**config.mk**
```make
export PLATFORM = sky130hd
export DESIGN_NAME = mem_access_stage
export DESIGN_NICKNAME = d
export VERILOG_FILES = /design/src/rtl/mem_access_stage.sv
export SDC_FILE = /design/constraint.sdc
export NUM_CORES = 1
export LEC_CHECK = 0
export CAP_MARGIN = 20
export CORE_MARGIN = 5
export CORE_UTILIZATION = 55
export DETAILED_ROUTE_END_ITERATION = 6
export DONT_BUFFER_PORTS = 1
export PLACE_DENSITY_LB_ADDON = 0.08
export SYNTH_ARGS = -nofsm -noshare
export SYNTH_HDL_FRONTEND = slang
export SYNTH_SLANG_ARGS = --single-unit
```
**constraint.sdc**
```tcl
create_clock -name clk -period 1.45 [get_ports clk]
set_input_delay 0.29 -clock clk [delete_from_list [all_inputs] [get_ports clk]]
set_output_delay 0.29 -clock clk [all_outputs]
set_load 0.1 [all_outputs]
```
**src/rtl/mem_access_stage.sv**
```systemverilog
// mem_access_stage
//
// Memory-access pipeline stage between EX/MEM and MEM/WB. Non-memory opcodes
// pass straight through with one cycle of latency. Loads and stores run one
// request/acknowledge transaction on the data-memory port. The stage stalls
// upstream until that transaction either completes or times out.
//
// Handshake: MemReq is a level held high from issue until the cycle after
// MemAck (or the timeout). MemWe/MemAddr/MemWData are stable while MemReq=1.
// MemAck is a single-cycle completion pulse, and MemRData is valid only in
// that cycle. Upstream sees Stall as "not ready": EX/MEM must hold its fields
// while Stall=1. Stall drops in the completing/aborting cycle, so each
// instruction is accepted exactly once.
//
// Ports
//   clk, rst                      clock, synchronous active-high reset
//   OpCode/Rd/BranchResult        EX/MEM fields (Rd, BranchResult opaque)
//   ResultAlu                     ALU result, also the memory address
//   StoreData                     store write data
//   MemReq/MemWe/MemAddr/MemWData data-memory request side (registered)
//   MemAck/MemRData               data-memory response side
//   Stall                         combinational hold request to upstream
//   OpCodeOut/RdOut/BranchResultOut/ResultOut  registered MEM/WB fields
//   WbValid                       MEM/WB carries a completed instruction
//   MemErr                        one-cycle pulse on timeout abort
module mem_access_stage #(
  parameter logic [4:0]  OP_LOAD  = 5'd7,
  parameter logic [4:0]  OP_STORE = 5'd11,
  parameter int unsigned TIMEOUT  = 15
) (
  input  logic        clk,
  input  logic        rst,
  input  logic [4:0]  OpCode,
  input  logic [8:0]  Rd,
  input  logic [6:0]  BranchResult,
  input  logic [31:0] ResultAlu,
  input  logic [31:0] StoreData,
  output logic        MemReq,
  output logic        MemWe,
  output logic [31:0] MemAddr,
  output logic [31:0] MemWData,
  input  logic        MemAck,
  input  logic [31:0] MemRData,
  output logic        Stall,
  output logic [4:0]  OpCodeOut,
  output logic [8:0]  RdOut,
  output logic [6:0]  BranchResultOut,
  output logic [31:0] ResultOut,
  output logic        WbValid,
  output logic        MemErr
);

  typedef enum logic {IDLE = 1'b0, ACCESS = 1'b1} stateT;

  // Abort fires on the edge that ends the TIMEOUT-th ACCESS cycle.
  localparam logic [7:0] TIMEOUT_LAST = 8'(TIMEOUT - 1);

  stateT       state, stateNext;
  logic [7:0]  timeoutCnt, timeoutCntNext;
  logic [4:0]  latOpCode, latOpCodeNext;
  logic [8:0]  latRd, latRdNext;
  logic [6:0]  latBranch, latBranchNext;

  logic        memReqNext, memWeNext, wbValidNext, memErrNext;
  logic [31:0] memAddrNext, memWDataNext, resultOutNext;
  logic [4:0]  opCodeOutNext;
  logic [8:0]  rdOutNext;
  logic [6:0]  branchOutNext;

  logic isMem;
  logic abort;

  assign isMem = (OpCode == OP_LOAD) || (OpCode == OP_STORE);
  // MemAck in the abort cycle wins: the transaction completes normally.
  assign abort = (state == ACCESS) && !MemAck && (timeoutCnt == TIMEOUT_LAST);
  assign Stall = ((state == IDLE) && isMem) ||
                 ((state == ACCESS) && !MemAck && !abort);

  // State register
  always_ff @(posedge clk) begin
    if (rst) state <= IDLE;
    else     state <= stateNext;
  end

  // Next-state logic
  always_comb begin
    stateNext = state;
    case (state)
      IDLE:    if (isMem) stateNext = ACCESS;
      ACCESS:  if (MemAck || abort) stateNext = IDLE;
      default: stateNext = IDLE;
    endcase
  end

  // Output / datapath next-value logic. Fields not written hold their value,
  // so MEM/WB fields are only meaningful while WbValid=1.
  always_comb begin
    timeoutCntNext = timeoutCnt;
    latOpCodeNext  = latOpCode;
    latRdNext      = latRd;
    latBranchNext  = latBranch;
    memReqNext     = MemReq;
    memWeNext      = MemWe;
    memAddrNext    = MemAddr;
    memWDataNext   = MemWData;
    opCodeOutNext  = OpCodeOut;
    rdOutNext      = RdOut;
    branchOutNext  = BranchResultOut;
    resultOutNext  = ResultOut;
    wbValidNext    = 1'b0;
    memErrNext     = 1'b0;
    case (state)
      IDLE: begin
        if (isMem) begin
          latOpCodeNext  = OpCode;
          latRdNext      = Rd;
          latBranchNext  = BranchResult;
          memReqNext     = 1'b1;
          memWeNext      = (OpCode == OP_STORE);
          memAddrNext    = ResultAlu;
          memWDataNext   = StoreData;
          timeoutCntNext = 8'd0;
        end else begin
          opCodeOutNext = OpCode;
          rdOutNext     = Rd;
          branchOutNext = BranchResult;
          resultOutNext = ResultAlu;
          wbValidNext   = 1'b1;
        end
      end
      ACCESS: begin
        if (MemAck) begin
          memReqNext     = 1'b0;
          wbValidNext    = 1'b1;
          opCodeOutNext  = latOpCode;
          rdOutNext      = latRd;
          branchOutNext  = latBranch;
          // MemAddr still holds the latched address for stores.
          resultOutNext  = (latOpCode == OP_LOAD) ? MemRData : MemAddr;
          timeoutCntNext = 8'd0;
        end else if (abort) begin
          memReqNext     = 1'b0;
          memErrNext     = 1'b1;
          timeoutCntNext = 8'd0;
        end else begin
          timeoutCntNext = timeoutCnt + 8'd1;
        end
      end
      default: ;
    endcase
  end

  // Datapath / output registers
  always_ff @(posedge clk) begin
    if (rst) begin
      timeoutCnt      <= 8'd0;
      latOpCode       <= 5'd0;
      latRd           <= 9'd0;
      latBranch       <= 7'd0;
      MemReq          <= 1'b0;
      MemWe           <= 1'b0;
      MemAddr         <= 32'd0;
      MemWData        <= 32'd0;
      OpCodeOut       <= 5'd0;
      RdOut           <= 9'd0;
      BranchResultOut <= 7'd0;
      ResultOut       <= 32'd0;
      WbValid         <= 1'b0;
      MemErr          <= 1'b0;
    end else begin
      timeoutCnt      <= timeoutCntNext;
      latOpCode       <= latOpCodeNext;
      latRd           <= latRdNext;
      latBranch       <= latBranchNext;
      MemReq          <= memReqNext;
      MemWe           <= memWeNext;
      MemAddr         <= memAddrNext;
      MemWData        <= memWDataNext;
      OpCodeOut       <= opCodeOutNext;
      RdOut           <= rdOutNext;
      BranchResultOut <= branchOutNext;
      ResultOut       <= resultOutNext;
      WbValid         <= wbValidNext;
      MemErr          <= memErrNext;
    end
  end

endmodule

```
Yosys cells after proc, flatten, opt, wreduce, memory -nomap -nowiden
Cells that the tools add are included.
{"block": "totals", "inputBits": 120, "output_inout_bits": 122, "regBits": 151}
{"block": "classes", "muxes": 28, "bitwise_logic": 1, "addsub": 1, "n_reduce_logical": 13, "n_eq_ne": 8}
{"op": "$mux 32", "count": 3}
{"op": "$pmux 32 s2", "count": 1}
{"op": "$mux 8", "count": 3}
{"op": "$mux 9", "count": 2}
{"op": "$pmux 9 s2", "count": 1}
{"op": "$pmux 8 s2", "count": 1}
{"op": "$mux 7", "count": 2}
{"op": "$pmux 7 s2", "count": 1}
{"op": "$eq 5x3->1 const B", "count": 2}
{"op": "$mux 5", "count": 2}
{"op": "$pmux 5 s2", "count": 1}
{"op": "$add 8x1->8 const B", "count": 1}
{"op": "$eq 8x4->1 const B", "count": 1}
{"op": "$mux 1", "count": 8}
{"op": "$ne 2x2->1 const B", "count": 3}
{"op": "$pmux 1 s2", "count": 3}
{"op": "$reduce_and 2->1", "count": 3}
{"op": "$eq 5x4->1 const B", "count": 1}
{"op": "$logic_and 1x1->1", "count": 4}
{"op": "$logic_or 1x1->1", "count": 3}
{"op": "$ne 3x2->1 const B", "count": 1}
{"op": "$reduce_or 3->1", "count": 1}
{"op": "$logic_not 1->1", "count": 2}
{"op": "$not 1->1", "count": 1}

Longest topological paths before layout
{"block": "logic_depth", "word_depth": 6, "mapped_depth": 7, "ltp_nobuf": 5}

Worst setup path after synthesis
Ideal clock, no wire load.
{"block": "synth_timing", "kind": "register -> output", "start": "reg state", "end": "out Stall", "arrival_time_ps": 1847, "path_buffers": 3, "setup_slack_ps": -687, "path_stages_with_launch": 7, "cell_sequence": "dfxtp_1 buf_4 and4bb_2 nand2_1 buf_2 buf_1 nand2_1"}
{"block": "synth_via", "elab_chain_len": 5, "word_cells_on_any_way": 7, "classes_between": "bitwise (1); reduce/logical (6)"}
{"item": "from (decl)", "line_no": "58", "text": "stateT state, stateNext;"}
{"item": "from (signal assigned)", "line_no": "82", "text": "else state <= stateNext;"}
{"item": "$logic_and 1x1->1", "line_no": "75, 77"}
{"item": "$logic_and 1x1->1", "line_no": "75", "text": "assign abort = (state == ACCESS) && !MemAck && (timeoutCnt == TIMEOUT_LAST);"}
{"item": "$logic_not 1->1", "line_no": "77", "text": "((state == ACCESS) && !MemAck && !abort);"}
{"item": "$logic_and 1x1->1", "line_no": "77"}
{"item": "$logic_or 1x1->1 *", "line_no": "76", "text": "assign Stall = ((state == IDLE) && isMem) ||"}
{"item": "to (decl)", "line_no": "44", "text": "output logic Stall,"}
Mark *: on every way between the ends. The rest lies on a longest branch, timed or not.

Final worst setup path
{"block": "layout_timing", "start": "reg timeoutCnt[0]", "end": "out Stall"}
{"block": "layout_via", "elab_chain_len": 5}
{"item": "from (decl)", "line_no": "59", "text": "logic [7:0] timeoutCnt, timeoutCntNext;"}
{"item": "from (signal assigned)", "line_no": "171", "text": "timeoutCnt <= timeoutCntNext;"}
{"item": "$eq 8x4->1", "line_no": "75"}
{"item": "$logic_and 1x1->1", "line_no": "75"}
{"item": "$logic_not 1->1", "line_no": "77"}
{"item": "$logic_and 1x1->1", "line_no": "77"}
{"item": "$logic_or 1x1->1", "line_no": "76"}
Every way passes these cells.

==> metrics.txt <==
Static Leak=between 4 and 5 nW; Hold Vio Cnt, Final=28; Placeable Area=between 10000 and 15000 um^2; post-synthesis compound-gate area fraction=0.221; yosys warns=0; worst r2r src=state; post-detailed-route count of antenna-violating nets=0; adder-cell share of the synthesized area=0.00389; Pre-antenna DRT Iters=6; critical path type=flip-flop to output port; first-pass GRT wire length=between 30 and 40 mm; CP Capture Type=output port; final hold slack=-0.0436 ns; Net Sw Frac=0.327; largest net degree at the start of global routing=180; clock skew=0.0118 ns; Root Driver=clkbuf_16; 1st-iter DRT viols=~1.4k; Worst Hold End=MemAddr[2]; Worst Path Max Fanout=3; switching power total=3.93 mW; power consumption=roughly 12 mW; CTS max path bufs=2; antenna diode count=0; number of vias per cell=7.07; R2R Setup Slk=-0.38 ns; failing checks=hold timing, setup timing; CTS tree=yes; Overall Global Routing Usage=0.282; worst vdd ir=~0.0015 V; clock-pin slew on the worst setup and hold paths=0.06 ns; antenna violations before repair=0; Post-Synth XOR/XNOR Area=0.00662; fin. max-slew vios=0; post-synthesis mux area share=0.0358; Syn Area/Cell=8.13 um^2; Syn-to-layout area delta=69.2%; Seq/Total Area, Yosys=0.470; worst slew pin tran=0.465 ns; die area=13900 um^2; r2r endpoint=MemAddr[23]; result of the run=finished with violations; hold-critical path depth=1; Req. time, crit path=1.16 ns; Worst Hold Class=input port to flip-flop; cell area after synthesis=6430 um^2; setup ws final=-0.477 ns; main combinational cell family by area after synthesis=compound AO/OA/AOI/OAI gates; unrepaired setup endpoints after global routing=yes; Initial Utilization=0.563; Startpoint Class=flip-flop; cell taking the most area after synthesis=dfxtp_1; # rows=39; FF+latch count, synth=151; # DRC=0; setup TNS=-30.50 ns; final core occ=0.953; clock sinks=151; Power Dens Cells=~1100 nW/um^2; via count=7830; drt wl/cell=29.8 um; top-area cell type share of the netlist area=0.470; die width=118 um; grt ovf=0; Syn Nets=913; Die H=118 um; max_cap viols=0; Top Ports=242; detailed placer's ending HPWL=13.3 mm; min-delay src=rst; Seq pwr share=0.372; storage element area=3050 um^2; insertion delay to the later sink of the worst-skew pair=between 0.4 and 0.5 ns; Setup Viol. Count Final=154; GPL Wtd Cong=0.826; fin crit share=1.33; ys async rst share=0; fmax=519 MHz; multi-input combinational cell area=4520 um^2; port buffer count=0; # fillers=273; Gate power share=0.219; Post-synth EDFFs=0; area share of and/or/nand/nor cells after synthesis=0.195; library cells used by synthesis=37; total CTS buffers=17; CP arrival=1.64 ns; Synth area leaders=dfxtp_1, nand2_1, a21oi_1; prevailing post-synth register cell=dfxtp_1; Int Power=between 8 and 9 mW; FF-to-FF path depth=9; aggregate routed wire length=33.0 mm; Slew headroom=0.686; clock network power share=0.409; vias in the first global route=6396; post-route minimum period=1.93 ns; H-tree depth=4; Synth Instances=791; nets@finish=1074; layout cell share with drive strength beyond 1=0.546
## per-stage QoR
stage               instances  hold WS [ns]  cell area, um^2  setup slack, ns
finish                   1108       -0.0436            10900           -0.477
global route             1108       -0.0840            10900           -0.526
CTS                      1069       -0.0688             9100           -0.414
detailed placement       1027         0.371             8030          -0.0848
global placement         1027         0.365             8030          -0.0487
floorplan                 791         0.418             6760          -0.0918
## power by group through the flow
stage	Clock, mW	Combinational (mW)	Sequential [mW]
2_1_floorplan	0	0.507	5.68
3_3_place_gp	0	2.06	4.50
3_5_place_dp	0	2.09	4.51
4_1_cts	4.77	2.20	4.42
5_1_grt	5.04	2.68	4.48
6_report	4.91	2.63	4.47
## flip-flops by register name (all words and copies together) (netlist names), 7 cells and up
name             cells
MemAddr             32
MemWData            32
ResultOut           32
RdOut                9
latRd                9
timeoutCnt           8
BranchResultOut      7
latBranch            7
## kinds of logic (layout without fill, tap and decap cells)
family,count (synthesis),count (layout)
flip-flops,151,151
AND/OR/NAND/NOR,285,285
multiplexers,23,23
adder cells (fa/ha/maj),2,2
XOR/XNOR,4,4
AO/OA/AOI/OAI,216,216
buffers and inverters,110,284
## how the worst max path moves through the flow
stage,startpoint,to,slack (ns),cells past startpoint
floorplan,state,BranchResultOut[0],-0.09,6
global placement,latOpCode[4],ResultOut[29],-0.05,5
detailed placement,latOpCode[2],ResultOut[0],-0.08,5
CTS,timeoutCnt[6],Stall,-0.41,5
global route,timeoutCnt[0],Stall,-0.53,5
finish,timeoutCnt[0],Stall,-0.48,5
## cell usage in the layout (no fill, tap or decap), types with 5 or more instances in the layout
cell / Yosys / final
nor2_2: 0 / 14
o41ai_1: 64 / 7
o41ai_4: 0 / 9
a21oi_1: 118 / 31
nand2_2: 0 / 10
nand3b_1: 33 / 33
mux2i_1: 23 / 23
o41ai_2: 0 / 48
nand2_1: 167 / 112
a21oi_2: 0 / 82
a211oi_2: 0 / 20
dfxtp_1: 151 / 128
inv_1: 35 / 35
clkbuf_16: 0 / 33
buf_8: 0 / 11
buf_4: 1 / 152
a21oi_4: 0 / 5
nand2_4: 0 / 44
dfxtp_2: 0 / 22
buf_6: 0 / 15
buf_12: 0 / 20
nor2_1: 66 / 48
## routing by layer
layer	wire length, um	GRT usage	part of all wire
met5	0	0	0
met4	2510	0.133	0.076
met3	3680	0.0879	0.11
met2	15600	0.453	0.47
met1	11300	0.344	0.34
## repair_timing
item,CTS,global route
hold endpoints to repair,146,127
resized for setup,56,271
setup buffers,7,19
setup endpoints to repair,98,118
pin swaps,29,101
cloned,3,21
## layout make-up
type | count | share of cell area
tap | 143 | 0.0164
clock inverter | 12 | 0.0159
sequential | 151 | 0.281
inverter | 35 | 0.0121
timing repair buffer | 217 | 0.217
clock buffer | 20 | 0.0429
multi-input combinational | 530 | 0.415
## synthesized netlist by cell type, types with 2 or more instances
cell type / count
nand3b_1: 33
a211oi_1: 22
a31oi_1: 2
dfxtp_1: 151
buf_2: 13
o41ai_1: 64
ha_1: 2
and2_1: 2
nor4_1: 3
nor2_1: 66
a21oi_1: 118
nand2b_1: 2
mux2i_1: 23
clkbuf_1: 50
o31ai_1: 3
inv_1: 35
xnor2_1: 3
or4_1: 3
nor3_1: 2
nand2_1: 167
buf_1: 11
## critical path, stage by stage, from the launching register on
cell	delay [ns]
dfxtp_2	0.35
inv_1	0.08
ha_1	0.26
a31o_4	0.29
nand2_8	0.06
buf_12	0.16
Power figures use the tool's default switching activity.
